**src/rtl/lc3b_types.sv**
```systemverilog
// LC-3b shared types: 16-bit word, 128-bit cache line, line offset width.
package lc3b_types;
    typedef logic [15:0]  lc3b_word;
    typedef logic [127:0] lc3b_line;
    localparam int LC3B_LINE_OFFSET_BITS = 4;
endpackage

```
**src/rtl/line_mem_responder_if.sv**
```systemverilog
// Physical-memory line bus between a cache (master) and a line memory (slave).
interface line_mem_responder_if;
    import lc3b_types::*;

    logic     pmem_read;
    logic     pmem_write;
    lc3b_word pmem_address;
    lc3b_line pmem_wdata;
    logic     pmem_resp;
    lc3b_line pmem_rdata;
    logic     proto_err;

    modport master (
        output pmem_read, pmem_write, pmem_address, pmem_wdata,
        input  pmem_resp, pmem_rdata, proto_err
    );

    modport slave (
        input  pmem_read, pmem_write, pmem_address, pmem_wdata,
        output pmem_resp, pmem_rdata, proto_err
    );
endinterface

```
**src/rtl/line_mem_array.sv**
```systemverilog
// Line storage: 2**IDX_W lines, cleared by reset, one synchronous write port,
// combinational read at ridx.
module line_mem_array
    import lc3b_types::*;
#(
    parameter int IDX_W = 4
) (
    input  logic             clk,
    input  logic             rst_n,
    input  logic             we,
    input  logic [IDX_W-1:0] widx,
    input  lc3b_line         wdata,
    input  logic [IDX_W-1:0] ridx,
    output lc3b_line         rdata
);
    lc3b_line mem [2**IDX_W];

    // Clear every line on reset, otherwise write the addressed line when enabled.
    always_ff @(posedge clk or negedge rst_n) begin
        if (!rst_n) begin
            for (int i = 0; i < 2**IDX_W; i++) begin
                mem[i] <= '0;
            end
        end else if (we) begin
            mem[widx] <= wdata;
        end
    end

    assign rdata = mem[ridx];
endmodule

```
**src/rtl/line_mem_responder.sv**
```systemverilog
// Line memory responder with fixed latency for an LC-3b cache pmem port.
// Optional feature: define PMEM_PROTOCOL_CHECK_EN to build the sticky
// protocol-violation detector; otherwise proto_err is tied low.
module line_mem_responder
    import lc3b_types::*;
#(
    parameter int LATENCY = 4,
    parameter int IDX_W   = 4
) (
    input logic                 clk,
    input logic                 rst_n,
    line_mem_responder_if.slave bus
);
    typedef enum logic [1:0] {IDLE, BUSY, RESP} state_t;

    state_t           state;
    logic [3:0]       cnt;
    logic             op_write;
    logic [IDX_W-1:0] idx;
    lc3b_line         wdata_q;
    lc3b_line         rdata_q;
    logic             resp_q;
    logic             perr_q;

    logic [IDX_W-1:0] addr_idx;
    logic [IDX_W-1:0] ridx;
    logic             req;
    logic             mem_we;
    lc3b_line         mem_rdata;
    logic             unused_addr;

    assign addr_idx = bus.pmem_address[LC3B_LINE_OFFSET_BITS +: IDX_W];
    assign req      = bus.pmem_read | bus.pmem_write;
    // In IDLE the read port follows the live address so LATENCY=1 reads
    // can load rdata on the accepting edge; afterwards it uses the latched index.
    assign ridx     = (state == IDLE) ? addr_idx : idx;
    // The line is committed on the edge that leaves RESP.
    assign mem_we   = (state == RESP) && op_write;
    // Offset bits and bits above the index are deliberately ignored.
    assign unused_addr = ^bus.pmem_address;

    line_mem_array #(.IDX_W(IDX_W)) u_array (
        .clk   (clk),
        .rst_n (rst_n),
        .we    (mem_we),
        .widx  (idx),
        .wdata (wdata_q),
        .ridx  (ridx),
        .rdata (mem_rdata)
    );

    // Transaction FSM: accept, count down the latency, pulse resp for one cycle.
    always_ff @(posedge clk or negedge rst_n) begin
        if (!rst_n) begin
            state    <= IDLE;
            cnt      <= '0;
            op_write <= 1'b0;
            idx      <= '0;
            wdata_q  <= '0;
            rdata_q  <= '0;
            resp_q   <= 1'b0;
        end else begin
            case (state)
                IDLE: begin
                    if (req) begin
                        // Write wins when both strobes are high.
                        op_write <= bus.pmem_write;
                        idx      <= addr_idx;
                        wdata_q  <= bus.pmem_wdata;
                        if (LATENCY == 1) begin
                            state  <= RESP;
                            cnt    <= '0;
                            resp_q <= 1'b1;
                            if (!bus.pmem_write) begin
                                rdata_q <= mem_rdata;
                            end
                        end else begin
                            state <= BUSY;
                            cnt   <= 4'(LATENCY - 1);
                        end
                    end
                end
                BUSY: begin
                    if (!req) begin
                        // Requester withdrew: drop the transaction silently.
                        state <= IDLE;
                        cnt   <= '0;
                    end else if (cnt == 4'd1) begin
                        state  <= RESP;
                        cnt    <= '0;
                        resp_q <= 1'b1;
                        if (!op_write) begin
                            rdata_q <= mem_rdata;
                        end
                    end else begin
                        cnt <= cnt - 4'd1;
                    end
                end
                RESP: begin
                    state  <= IDLE;
                    resp_q <= 1'b0;
                end
                default: begin
                    state  <= IDLE;
                    resp_q <= 1'b0;
                end
            endcase
        end
    end

`ifdef PMEM_PROTOCOL_CHECK_EN
    lc3b_word addr_q;

    // Sticky violation flag: dual strobe, abort, or address/op change while busy.
    always_ff @(posedge clk or negedge rst_n) begin
        if (!rst_n) begin
            addr_q <= '0;
            perr_q <= 1'b0;
        end else begin
            if (state == IDLE && req) begin
                addr_q <= bus.pmem_address;
            end
            if (state == IDLE && bus.pmem_read && bus.pmem_write) begin
                perr_q <= 1'b1;
            end
            if (state == BUSY) begin
                if (!req) begin
                    perr_q <= 1'b1;
                end else if (bus.pmem_address != addr_q || bus.pmem_write != op_write) begin
                    perr_q <= 1'b1;
                end
            end
        end
    end
`else
    assign perr_q = 1'b0;
`endif

    assign bus.pmem_resp  = resp_q;
    assign bus.pmem_rdata = rdata_q;
    assign bus.proto_err  = perr_q;
endmodule

```
**src/flat_wrapper.sv**
```systemverilog
// flat-port wrapper written by rule: the top's interface ports become plain ports
module line_mem_responder_flat import lc3b_types::*;
#(
    parameter int LATENCY = 4,
    parameter int IDX_W   = 4
)
  (clk, rst_n, bus_pmem_read, bus_pmem_write, bus_pmem_address, bus_pmem_wdata, bus_pmem_resp, bus_pmem_rdata, bus_proto_err);
  line_mem_responder_if bus_i ();
  input logic clk;
  input logic rst_n;
  input wire logic [$bits(bus_i.pmem_read)-1:0] bus_pmem_read;
  input wire logic [$bits(bus_i.pmem_write)-1:0] bus_pmem_write;
  input wire logic [$bits(bus_i.pmem_address)-1:0] bus_pmem_address;
  input wire logic [$bits(bus_i.pmem_wdata)-1:0] bus_pmem_wdata;
  output wire logic [$bits(bus_i.pmem_resp)-1:0] bus_pmem_resp;
  output wire logic [$bits(bus_i.pmem_rdata)-1:0] bus_pmem_rdata;
  output wire logic [$bits(bus_i.proto_err)-1:0] bus_proto_err;
  assign bus_i.pmem_read = bus_pmem_read;
  assign bus_i.pmem_write = bus_pmem_write;
  assign bus_i.pmem_address = bus_pmem_address;
  assign bus_i.pmem_wdata = bus_pmem_wdata;
  assign bus_pmem_resp = bus_i.pmem_resp;
  assign bus_pmem_rdata = bus_i.pmem_rdata;
  assign bus_proto_err = bus_i.proto_err;
  line_mem_responder #(.LATENCY(LATENCY), .IDX_W(IDX_W)) u_core (.clk(clk), .rst_n(rst_n), .bus(bus_i));
endmodule
```
**config.mk**
```make
export PLATFORM = sky130hd
export DESIGN_NAME = line_mem_responder_flat
export DESIGN_NICKNAME = d
export VERILOG_FILES = /design/src/rtl/lc3b_types.sv /design/src/rtl/line_mem_responder_if.sv /design/src/rtl/line_mem_array.sv /design/src/rtl/line_mem_responder.sv /design/src/flat_wrapper.sv
export SDC_FILE = /design/constraint.sdc
export NUM_CORES = 2
export LEC_CHECK = 0
export BUFFER_PORTS_ARGS = -buffer_cell sky130_fd_sc_hd__buf_2
export CORE_ASPECT_RATIO = 0.9
export CORE_MARGIN = 10
export CORE_UTILIZATION = 63
export DETAILED_ROUTE_END_ITERATION = 12
export PLACE_DENSITY_LB_ADDON = 0.25
export SLEW_MARGIN = 20
export SYNTH_ARGS = -nofsm -noshare
export SYNTH_HDL_FRONTEND = slang
export SYNTH_SLANG_ARGS = --single-unit
```
**constraint.sdc**
```tcl
create_clock -name clk -period 2.4 [get_ports clk]
set_input_delay 0.24 -clock clk [delete_from_list [all_inputs] [get_ports clk]]
set_output_delay 0.24 -clock clk [all_outputs]
set_load 0.01 [all_outputs]
```
== After elaboration in Yosys (flattened, before gate mapping) ==
Index checks and enable logic that the tools add are counted.

* Register bits after elaboration: 2,316
* Latch bits: 0
* RAM bits: 0
* Bits in read-only memories: 0
* Input port bits: 148
* Output and inout bits: 130
* Logic and storage cells: 66
* Memories: 0

* Add/subtract/negate cells: 1
* $mul: 0
* Divide/modulo/power cells: 0
* $lt $le $gt $ge: 3
* Equal/unequal tests: 7
* Shift-type cells: 0
* Muxes and demuxes: 18
* Bitwise operators: 5
* Reduce and logical (&&, ||, !) cells: 9

{| class="wikitable"
|+ Operators by type and width
! kind !! count
|-
| $bwmux 2048 || 1
|-
| $bmux 128 s4 || 1
|-
| $demux 128 s4 || 1
|-
| $mux 128 || 3
|-
| $mux 4 || 4
|-
| $ge 5x5->1 const B || 2
|-
| $not 4->5 || 2
|-
| $pmux 4 s2 || 1
|-
| $mux 2 || 3
|-
| $ne 2x1->1 const B || 3
|-
| $reduce_and 2->1 || 3
|-
| $lt 5x1->1 const B || 1
|-
| $eq 4x1->1 const B || 1
|-
| $pmux 2 s2 || 1
|-
| $reduce_and 4->1 || 1
|-
| $sub 4x1->4 const B || 1
|-
| $ne 3x3->1 const B || 1
|-
| $reduce_and 3->1 || 1
|-
| $eq 2x1->1 const B || 1
|-
| $eq 2x2->1 const B || 1
|-
| $logic_and 1x1->1 || 2
|-
| $logic_not 2->1 || 1
|-
| $mux 1 || 2
|-
| $not 1->1 || 2
|-
| 3 further kinds || 3
|}

== Depth between registers and ports, before layout ==
* Depth in word-level cells: 6
* Depth in mapped cells: 11
* Depth with buffers taken out: 8

== By module ==
From an unflattened synthesis, not the netlist that was laid out.

* Cells, all modules: 6,331
* Area, all modules: 102,447.0 sq um

{| class="wikitable"
|+ By module, submodules not included
! module !! times used !! cells each !! area each (sq um)
|-
| line_mem_array || 1 || 5,731 || 91,726.7
|-
| line_mem_responder || 1 || 600 || 10,720.3
|}

== Worst setup path before layout ==
OpenSTA, ideal clock, no wires.

* Path kind: reg-to-reg
* From: reg u_core.state[0]
* To: reg u_core.rdata_q[120] (netlist: u_core.bus.pmem_rdata[120])
* Setup time: 126 ps
* Data arrival time: 1,973 ps
* Slack: 300 ps
* Cell stages (with the launch flop): 10
* Clock period less this slack: 2,100 ps
* Cells stage by stage: dfrtp_1 -> buf_2 -> or3b_1 -> nand2_1 -> buf_2 -> buf_4 -> mux2i_1 -> o22ai_1 -> nor4_1 -> nor2_1

* Cells in the longest elaborated chain, start to end: 6

{| class="wikitable"
|+ Ends and longest elaborated chain
! element !! RTL line !! text
|-
| start: declaration || line_mem_responder.sv:16 || <nowiki>state_t state;</nowiki>
|-
| start signal: assignment || line_mem_responder.sv:55 || <nowiki>state <= IDLE;</nowiki>
|-
| start signal: assignment || line_mem_responder.sv:71 || <nowiki>state <= RESP;</nowiki>
|-
| start signal: assignment || line_mem_responder.sv:78 || <nowiki>state <= BUSY;</nowiki>
|-
| $logic_not 2->1 || line_mem_responder.sv:36 || <nowiki>assign ridx = (state == IDLE) ? addr_idx : idx;</nowiki>
|-
| $mux 4 || line_mem_responder.sv:36 ||
|-
| $not 4->5 (not written as such) || line_mem_array.sv:29 || <nowiki>assign rdata = mem[ridx];</nowiki>
|-
| $bmux 128 s4 || line_mem_array.sv:29 ||
|-
| $mux 128 (not written as such) (2 in series) || line_mem_array.sv:29 ||
|-
| end signal: assignment || line_mem_responder.sv:75 || <nowiki>rdata_q <= mem_rdata;</nowiki>
|-
| end signal: assignment || line_mem_responder.sv:93 || <nowiki>rdata_q <= mem_rdata;</nowiki>
|-
| end: declaration || line_mem_responder.sv:21 || <nowiki>lc3b_line rdata_q;</nowiki>
|}

Several ways; a longest one is shown, not always the timed one. The select of a mux whose other input is x is not followed.
A chain may end at the register's enable or synchronous reset.

== Worst setup path after layout ==
* From: reg u_core.state[0]
* To: reg u_core.rdata_q[95] (netlist: u_core.bus.pmem_rdata[95])

The elaborated chain is that of the path after synthesis.

==> reports/metrics.yaml <==
outcome:
  outcome: "finished with violations"
  violations: "setup timing"
timing:
  relSlewSlack_pct: 44.0
  fin_crit_ps: 2640
  tightest_slew_ps: 840
  layout_setup_ws_ps: -240
  period_share_pct: 110
  setup_violations: 236
  grt_setup_unrepaired: "true"
  hold_viol_final: 0
  final-max-slew-violation-count: 0
  skew_ps: 51.9
  clock.fmax_mhz: 379
final_layout:
  layout_commonest_cell: "dfrtp_1"
  fin_nets: 8600
  nFillCells: 8843
  final_cell_count_no_fill: 10762
  layout_common_cells: "dfrtp_1, mux2_2, nand2_1, mux2i_1, buf_4"
  drive_above_1_share_pct: 45.2
  areaGrowthSynthToFinish_pct: 23.1
route:
  vias: 71733
  vias_per_cell: 6.67
  ant_nets: 0
  routed_wl_um: 319000
  wire_per_inst_um: 29.6
  drc_errors: 0
  drt-initial-drc-count: 7617
  dr.pass1.iters: 8
worst_setup_path:
  path_class: "register to register"
  r2r-start: "u_core.state[0]$_DFFE_PN0P_"
  critPathRequiredTime_ps: 3140
  crit_path_max_fanout: 15
  cp_data_arrival_time_ps: 3380
  crit_path_start_kind: "register"
  end_kind: "register"
  ff2ff_path_depth: 12
  crit_end: "u_core.bus.pmem_rdata[95]$_DFFE_PN0P_"
  rrSetupSlack_ps: -240
  timing.rr.end: "u_core.bus.pmem_rdata[95]$_DFFE_PN0P_"
  startpoint: "u_core.state[0]$_DFFE_PN0P_"
power_and_ir_drop:
  vdd_ir_drop_max_v: 0.000980
  p_total_mw: 153
  power.leakage_nw: 61.1
  p_per_area_nw_per_um2: 1210
cts:
  cts_tree: "yes"
  cts_made_buffers: 222
  h-tree-depth: 4
  cts.path.max_buffers: 3
  clock-sinks: 2316
  cts_root_buffer: "clkbuf_16"
  clock_latency_ps: 870
  clkTransAtPathRegs_ps: 60
floorplan:
  core_um2: 162000
  rows: 140
  die_area_um2: 179000
  start_util_pct: 63.3
  io_pins: 278
  die_h_um: 402
  die_w_um: 445
place:
  dp.cells: 9967
  dpl.hpwl_um: 172000
  io_buffer_count: 264
  gp_congestion: 0.828
yosys:
  syn_inst: 7710
  async_reset_ff_share_pct: 100
  ys_seq_area_share_pct: 56.6
  syn_area_um2: 102000
  ys_warn_count: 0
  syn_avg_cell_area_um2: 13.3
  ys_ff_latch: 2316
  syn_nets: 7860
  ys_types: 49
  yosysTopAreaCellShare_pct: 56.6
  netlist_top_cells_area: "dfrtp_1, mux2_2, mux2i_1"
  yosysTopAreaCell: "dfrtp_1"
  ys.flop_type: "dfrtp_1"
  synth-edff-count: 0
grt:
  overflow: 0
  grt_max_degree: 90
  antenna_found_initial: 5
  grt_pass1_wl_um: 448000
  grt_use_total_pct: 32.2
  grt_pass1_vias: 73090
flow_run:
  maxCapViolCount: 0
hold_path:
  worstHoldPathType: "input port to register"
  worstHoldStart: "bus_pmem_wdata[36]"
-- cells in the mapped netlist, types with 57 or more instances --
library cell	n
o22ai_1	302
nor4_1	100
dfrtp_1	2316
nand3_1	64
buf_2	250
a21oi_1	204
o32ai_1	57
nand2_1	721
clkbuf_1	309
nor2_1	119
mux2_2	2180
mux2i_1	658
a32oi_1	74
-- per-layer routing --
metal  up-vias  share of wire [%]  global-route usage (%)
met5         -             0.0028                       0
met4         2                6.1                    15.0
met3      1053                8.3                    5.16
met2      3828                 48                    52.7
met1     37446                 38                    42.2
li1      29404                  -                       -
-- critical path, stage by stage (launching register included) --
cell and delay [ps]:
dfrtp_1 410, buf_6 130, or3b_4 380, and2_4 190, buf_12 150, buf_12 150
buf_12 130, buf_12 150, buf_4 160, mux2i_1 170, o22ai_1 130, nor4_1 260
nor2_1 80
-- worst min path at each step --
| stage | endpoint | slack, ps | depth (start not counted) |
|---|---|---|---|
| final | u_core.wdata_q[36]$_DFFE_PN0P_ | 130 | 3 |
| after global routing | u_core.wdata_q[68]$_DFFE_PN0P_ | 130 | 3 |
| after CTS | u_core.wdata_q[105]$_DFFE_PN0P_ | 90 | 3 |
| after detailed placement | u_core.wdata_q[19]$_DFFE_PN0P_ | 230 | 1 |
| after global placement | u_core.wdata_q[19]$_DFFE_PN0P_ | 230 | 1 |
| after floorplan | u_core.bus.pmem_rdata[0]$_DFFE_PN0P_ | -60 | 0 |
-- registers in the layout, summed over array words and instances (netlist names) --
name and count:
u_core.op_write 1, u_core.cnt 4, u_core.wdata_q 128, u_core.idx 4, u_core.bus.pmem_rdata 128, u_core.state 2
u_core.bus.pmem_resp 1, u_core.u_array.mem 2048
-- repair_timing --
| item | CTS | global route |
|---|---|---|
| gates resized for setup | 125 | 469 |
| hold buffers | 138 | 0 |
| pin swaps | 26 | 205 |
| endpoints found under the setup margin | 449 | 920 |
| buffers inserted | 50 | 120 |
| hold endpoints to repair | 960 | 0 |
| gates cloned | 17 | 77 |
-- kinds of logic (layout without fill, tap and decap cells) --
family	Yosys count	count (layout)	share of synthesized area, %
AO/OA/AOI/OAI	791	791	5.07
adder cells (fa/ha/maj)	2	2	0.0244
buffers and inverters	684	1601	3.39
flip-flops	2316	2316	56.6
multiplexers	2838	2838	30.4
other	1	5	0.00366
AND/OR/NAND/NOR	1078	1079	4.49
-- where the power goes --
part	switching (mW)	internal, mW
combinational	28.9	28.1
sequential	11.3	48.4
clock	15.3	21.0
-- final cells by class --
class,instances,area [um2],share of cell area (%)
sequential,2316,58000,46.0
inverter,5,18.8,0.0149
antenna,4,10.0,0.00795
timing repair buffer,1194,14500,11.5
clock buffer,338,6740,5.35
multi-input combinational,4711,43300,34.4
tap,2130,2670,2.12
clock inverter,64,840,0.666
-- through the flow --
step                TNS [ps]  instance area (um2)  hold slack, ps  util, %  worst slack (ps)
floorplan                  0               102000           -55.6        -               300
global placement       -7020               110000             227     68.3              -142
detailed placement    -12610               110000             226     68.3              -167
CTS                    -4590               121000            87.2     74.9             -93.9
global route          -20090               126000             127     77.9              -308
finish                -11270               126000             135     77.9              -240
No activity file was read; power rests on OpenSTA's default activity.
